<file path="config.mk">
export PLATFORM = sky130hd
export DESIGN_NAME = audiodac_fifo
export DESIGN_NICKNAME = d
export VERILOG_FILES = /design/src/rtl/audiodac_fifo.sv
export SDC_FILE = /design/constraint.sdc
export NUM_CORES = 1
export LEC_CHECK = 0
export CELL_PAD_IN_SITES_DETAIL_PLACEMENT = 1
export CELL_PAD_IN_SITES_GLOBAL_PLACEMENT = 2
export CORE_MARGIN = 3
export CORE_UTILIZATION = 50
export DETAILED_ROUTE_END_ITERATION = 10
export DONT_BUFFER_PORTS = 1
export PLACE_DENSITY_LB_ADDON = 0.1
export SKIP_CTS_REPAIR_TIMING = 1
export SYNTH_ARGS = -nofsm -noshare
export SYNTH_HDL_FRONTEND = slang
export SYNTH_SLANG_ARGS = --single-unit
</file>
<file path="constraint.sdc">
create_clock -name clk_i -period 4.4 [get_ports clk_i]
set_clock_uncertainty 0.05 [all_clocks]
set_input_delay 1.1 -clock clk_i [delete_from_list [all_inputs] [get_ports clk_i]]
set_output_delay 1.1 -clock clk_i [all_outputs]
set_load 0.02 [all_outputs]
</file>
<file path="src/rtl/audiodac_fifo.sv">
// audiodac_fifo: 16b sample FIFO feeding the delta-sigma modulator; reports fill level, low-water and sticky under/overrun status
module audiodac_fifo #(
  parameter int DEPTH = 32,
  parameter int ADDR_W = 5,
  parameter int LOW_WATER = 8
) (
  input  logic              clk_i,
  input  logic              rst_n_i,
  input  logic [15:0]       wr_data_i,
  input  logic              wr_en_i,
  input  logic              rd_i,
  output logic [15:0]       data_o,
  output logic              full_o,
  output logic              empty_o,
  output logic [ADDR_W:0]   level_o,
  output logic              low_o,
  output logic              underrun_o,
  output logic              overrun_o,
  input  logic              clr_flags_i
);
  localparam logic [ADDR_W:0] LW = (ADDR_W+1)'(LOW_WATER);
  localparam logic [ADDR_W:0] ONE = (ADDR_W+1)'(1);
  localparam logic [ADDR_W:0] MSB = {1'b1, {ADDR_W{1'b0}}};
  logic [15:0] mem [DEPTH];
  logic [ADDR_W:0] wr_ptr, rd_ptr;
  logic do_push, do_pop;
  assign level_o = wr_ptr - rd_ptr;
  assign empty_o = wr_ptr == rd_ptr;
  assign full_o = (wr_ptr ^ rd_ptr) == MSB;
  assign low_o = level_o <= LW;
  assign do_pop = rd_i & ~empty_o;
  assign do_push = wr_en_i & (~full_o | do_pop);
  always_ff @(posedge clk_i)
    if (do_push) mem[wr_ptr[ADDR_W-1:0]] <= wr_data_i;
  always_ff @(posedge clk_i)
    if (!rst_n_i) begin
      wr_ptr <= '0;
      rd_ptr <= '0;
      data_o <= '0;
      underrun_o <= 1'b0;
      overrun_o <= 1'b0;
    end else begin
      wr_ptr <= do_push ? wr_ptr + ONE : wr_ptr;
      rd_ptr <= do_pop ? rd_ptr + ONE : rd_ptr;
      data_o <= do_pop ? mem[rd_ptr[ADDR_W-1:0]] : data_o;
      underrun_o <= (rd_i & empty_o) | (underrun_o & ~clr_flags_i);
      overrun_o <= (wr_en_i & full_o & ~rd_i) | (overrun_o & ~clr_flags_i);
    end
endmodule

</file>
==> results.sh <==
export IMPL_outcome="finished clean"
export IMPL_num_io_pins=48
export IMPL_first_global_vias=10700
export IMPL_timing_critical_path_from_type="flop"
export IMPL_syn_instance_count=1031
export IMPL_synth_fp_nets=1063
export IMPL_holdCritPathClass="in -> reg"
export IMPL_path_clk_slew_ps=60
export IMPL_hold_slack_ps=536
export IMPL_fp_dieH_um=211
export IMPL_timing_max_slew_rel_slack=0.268
export IMPL_grt_pass1_wl_um=74500
export IMPL_detailed_place_hpwl_um=28500
export IMPL_p_int_mw=8.88
export IMPL_gpl_final_weighted_congestion=0.772
export IMPL_crit_fanout=5
export IMPL_seqPwrFrac=0.498
export IMPL_grt_antenna_before_repair=0
export IMPL_final_period_minus_worst_setup_slack_ps=4060
export IMPL_synth_area_sq_mm=0.0210
export IMPL_final_setup_viol_count=0
export IMPL_clk_latency_ps=620
export IMPL_fin_nets=1114
export IMPL_drcViolationCount=0
export IMPL_seq_area_frac_synth=0.760
export IMPL_avgSynthCellArea_sq_um=20.4
export IMPL_worst_endpoint_required_ps=3250
export IMPL_drt_pass1_iterations=5
export IMPL_count_of_placed_standard_cells_including_taps=1557
export IMPL_clk_path_buf_depth=3
export IMPL_routed_via_density=6.15
export IMPL_critPathArrivalTime_ps=2910
export IMPL_share_of_total_power_consumed_by_net_switching=0.233
export IMPL_number_of_buffers_inserted_by_port_buffering=0
export IMPL_finalPower_mw=11.6
export IMPL_totalNegativeSetupSlack_ps=0
export IMPL_ir_worst_vdd_mv=0.351
export IMPL_cts_root_buffer="clkbuf_16"
export IMPL_maxSlewViolCount=0
export IMPL_category_of_the_most_critical_setup_path="reg -> out"
export IMPL_placement_setup_worst_slack_ps=934
export IMPL_cts_made_buffers=55
export IMPL_postLayoutCoreUtil=0.571
export IMPL_timing_final_hold_violations=0
export IMPL_drt_first_iter_violations=938
export IMPL_global_route_usage_total=0.233
export IMPL_post_synth_num_cell_types=49
export IMPL_ffs_latches_synth=542
export IMPL_vias=10200
export IMPL_tritoncts="done"
export IMPL_postRouteWirelength_um=50800
export IMPL_die_outline_area_sq_mm=0.0445
export IMPL_setup_ws_ps=340
export IMPL_p_leak_nw=7.35
export IMPL_power_frac_comb=0.109
export IMPL_leading_area_contributor_after_synthesis="edfxtp_1"
export IMPL_dr_wl_cell_um=30.6
export IMPL_drv_max_cap_violation_count=0
export IMPL_layout_cells_non_filler=1662
export IMPL_power_density_cells_mw_per_mm2=492
export IMPL_grt_start_max_net_pins=104
export IMPL_finalInstanceArea_sq_mm=0.0235
export IMPL_fp_row_count=74
export IMPL_num_fill_cells=3466
export IMPL_setup_repair_after_global_routing_missed_its_margin="false"
export IMPL_yosys_warnings=0
export IMPL_synth_area_top_cells="edfxtp_1 (73%), mux4_2 (9.9%), mux2i_1 (3.2%)"
export IMPL_power_switching_mw=2.70
export IMPL_highest_clock_rate_ghz=0.246
export IMPL_gr_total_overflow=0
export IMPL_drive_above_1_share=0.219
export IMPL_area_overhead_of_the_layout_relative_to_synthesis_pct=12.0
export IMPL_htreeDepth=2
export IMPL_core_area_sq_mm=0.0412
export IMPL_tightest_slew_ps=1100
export IMPL_final_antenna_net_count=0
export IMPL_clock_sinks=542
export IMPL_layout_worst_path_cycle_share=0.923
export IMPL_share_clk_of_total_power=0.393
export IMPL_critPathCaptureType="primary output"
export IMPL_die_width_um=211
export IMPL_initial_utilization=0.510
export IMPL_placed_cell_area_sq_mm=0.0218
export IMPL_synth_top_area_frac=0.732
-- layer usage --
| layer | GRT usage | vias up | part of all wire |
|---|---|---|---|
| met1 | 0.333 | 5478 | 0.43 |
| met4 | 0.0566 | 0 | 0.017 |
| met3 | 0.0367 | 50 | 0.061 |
| met2 | 0.385 | 306 | 0.49 |
| met5 | 0 | - | 0 |
| li1 | - | 4385 | - |
-- power groups by stage --
stage | registers (mW) | clock network [mW] | logic [mW]
final | 5.77 | 4.55 | 1.26
after global routing | 5.77 | 4.88 | 1.35
after floorplan | 5.87 | 0 | 1.01
after detailed placement | 5.88 | 0 | 1.28
after CTS | 5.77 | 4.64 | 1.29
after global placement | 5.88 | 0 | 1.28
-- placed cells by master (no fill, tap or decap), types with 3 or more instances in the layout --
| cell type | netlist | routed |
|---|---|---|
| a2111oi_2 | 15 | 15 |
| a21oi_1 | 33 | 33 |
| a22o_1 | 30 | 30 |
| a22oi_1 | 16 | 16 |
| buf_4 | 8 | 48 |
| bufinv_16 | 0 | 4 |
| clkbuf_1 | 29 | 20 |
| clkbuf_16 | 0 | 56 |
| clkinv_1 | 0 | 10 |
| clkinv_2 | 0 | 8 |
| dfxtp_1 | 30 | 26 |
| edfxtp_1 | 512 | 512 |
| ha_1 | 10 | 10 |
| inv_1 | 14 | 14 |
| mux2i_1 | 68 | 68 |
| mux4_1 | 4 | 4 |
| mux4_2 | 92 | 92 |
| nand2_1 | 12 | 12 |
| nand3_1 | 3 | 3 |
| nand3b_1 | 3 | 3 |
| nand4_1 | 5 | 5 |
| nor2_1 | 54 | 47 |
| nor2_2 | 0 | 6 |
| nor3_1 | 3 | 3 |
| o221ai_1 | 16 | 16 |
| o22ai_1 | 15 | 15 |
| xnor2_1 | 7 | 7 |
| xor2_1 | 5 | 5 |
-- cells in the mapped netlist (all sizes together) --
| cell | instances |
|---|---|
| a32o | 1 |
| or2 | 1 |
| xor2 | 5 |
| a2111oi | 15 |
| a21oi | 33 |
| and3 | 1 |
| nand4 | 5 |
| or3 | 1 |
| o221ai | 16 |
| o21ai | 3 |
| fa | 1 |
| or4 | 1 |
| a22o | 30 |
| o22ai | 15 |
| a41oi | 1 |
| nand2 | 12 |
| mux4 | 96 |
| nor3 | 4 |
| o32a | 1 |
| o211ai | 1 |
| or3b | 2 |
| xnor2 | 7 |
| nor3b | 2 |
| nand3b | 3 |
| dfxtp | 30 |
| edfxtp | 512 |
| inv | 14 |
| a21boi | 2 |
| nor2b | 3 |
| a31oi | 2 |
| buf | 26 |
| clkbuf | 29 |
| nand3 | 3 |
| a22oi | 16 |
| nor2 | 54 |
| mux2i | 68 |
| ha | 10 |
| and4 | 2 |
| a32oi | 1 |
| o21a | 2 |
-- critical path, cell delays in order, from the launching register on --
cell     delay (ps)
dfxtp_1         410
inv_1           110
ha_1            230
fa_1            400
xnor2_1         480
nor3_1           90
o32a_1          310
and4_1          280
-- layout make-up --
| cell class | count | area (sq um) | area share |
|---|---|---|---|
| well taps | 532 | 666 | 0.0283 |
| multi-input cells | 420 | 4690 | 0.199 |
| clock inverters | 25 | 255 | 0.0108 |
| clock buffers | 78 | 1500 | 0.0639 |
| diodes | 2 | 5.00 | 0.000213 |
| repair buffers | 49 | 380 | 0.0162 |
| inverters | 14 | 52.6 | 0.00223 |
| flip-flops and latches | 542 | 16000 | 0.679 |
-- logic make-up (layout without fill, tap and decap cells) --
group / Yosys count / in the layout / synth area share
buffers and inverters: 69 / 166 / 0.0176
flip-flops: 542 / 542 / 0.760
XOR/XNOR: 12 / 12 / 0.00500
AND/OR/NAND/NOR: 94 / 94 / 0.0208
multiplexers: 164 / 164 / 0.136
other: 0 / 2 / 0
adder cells (fa/ha/maj): 11 / 11 / 0.00691
AO/OA/AOI/OAI: 139 / 139 / 0.0535
-- worst paths after layout --
kind / startpoint / end / slack [ps] / cells after the start
max: wr_ptr[0]$_SDFFE_PN0P_ / low_o / 340 / 7
min: wr_data_i[0] / mem[29][0]$_DFFE_PP_ / 540 / 0
max reg2reg: rd_ptr[3]$_SDFFE_PN0P_ / mem[9][0]$_DFFE_PP_ / 1070 / 7
min reg2reg: wr_ptr[0]$_SDFFE_PN0P_ / wr_ptr[0]$_SDFFE_PN0P_ / 550 / 2
-- sequential cells by signal (all words and copies together), names as in the netlist --
| register | count |
|---|---|
| data_o | 16 |
| mem | 512 |
| overrun_o | 1 |
| rd_ptr | 6 |
| underrun_o | 1 |
| wr_ptr | 6 |
No activity file was read; power rests on OpenSTA's default activity.
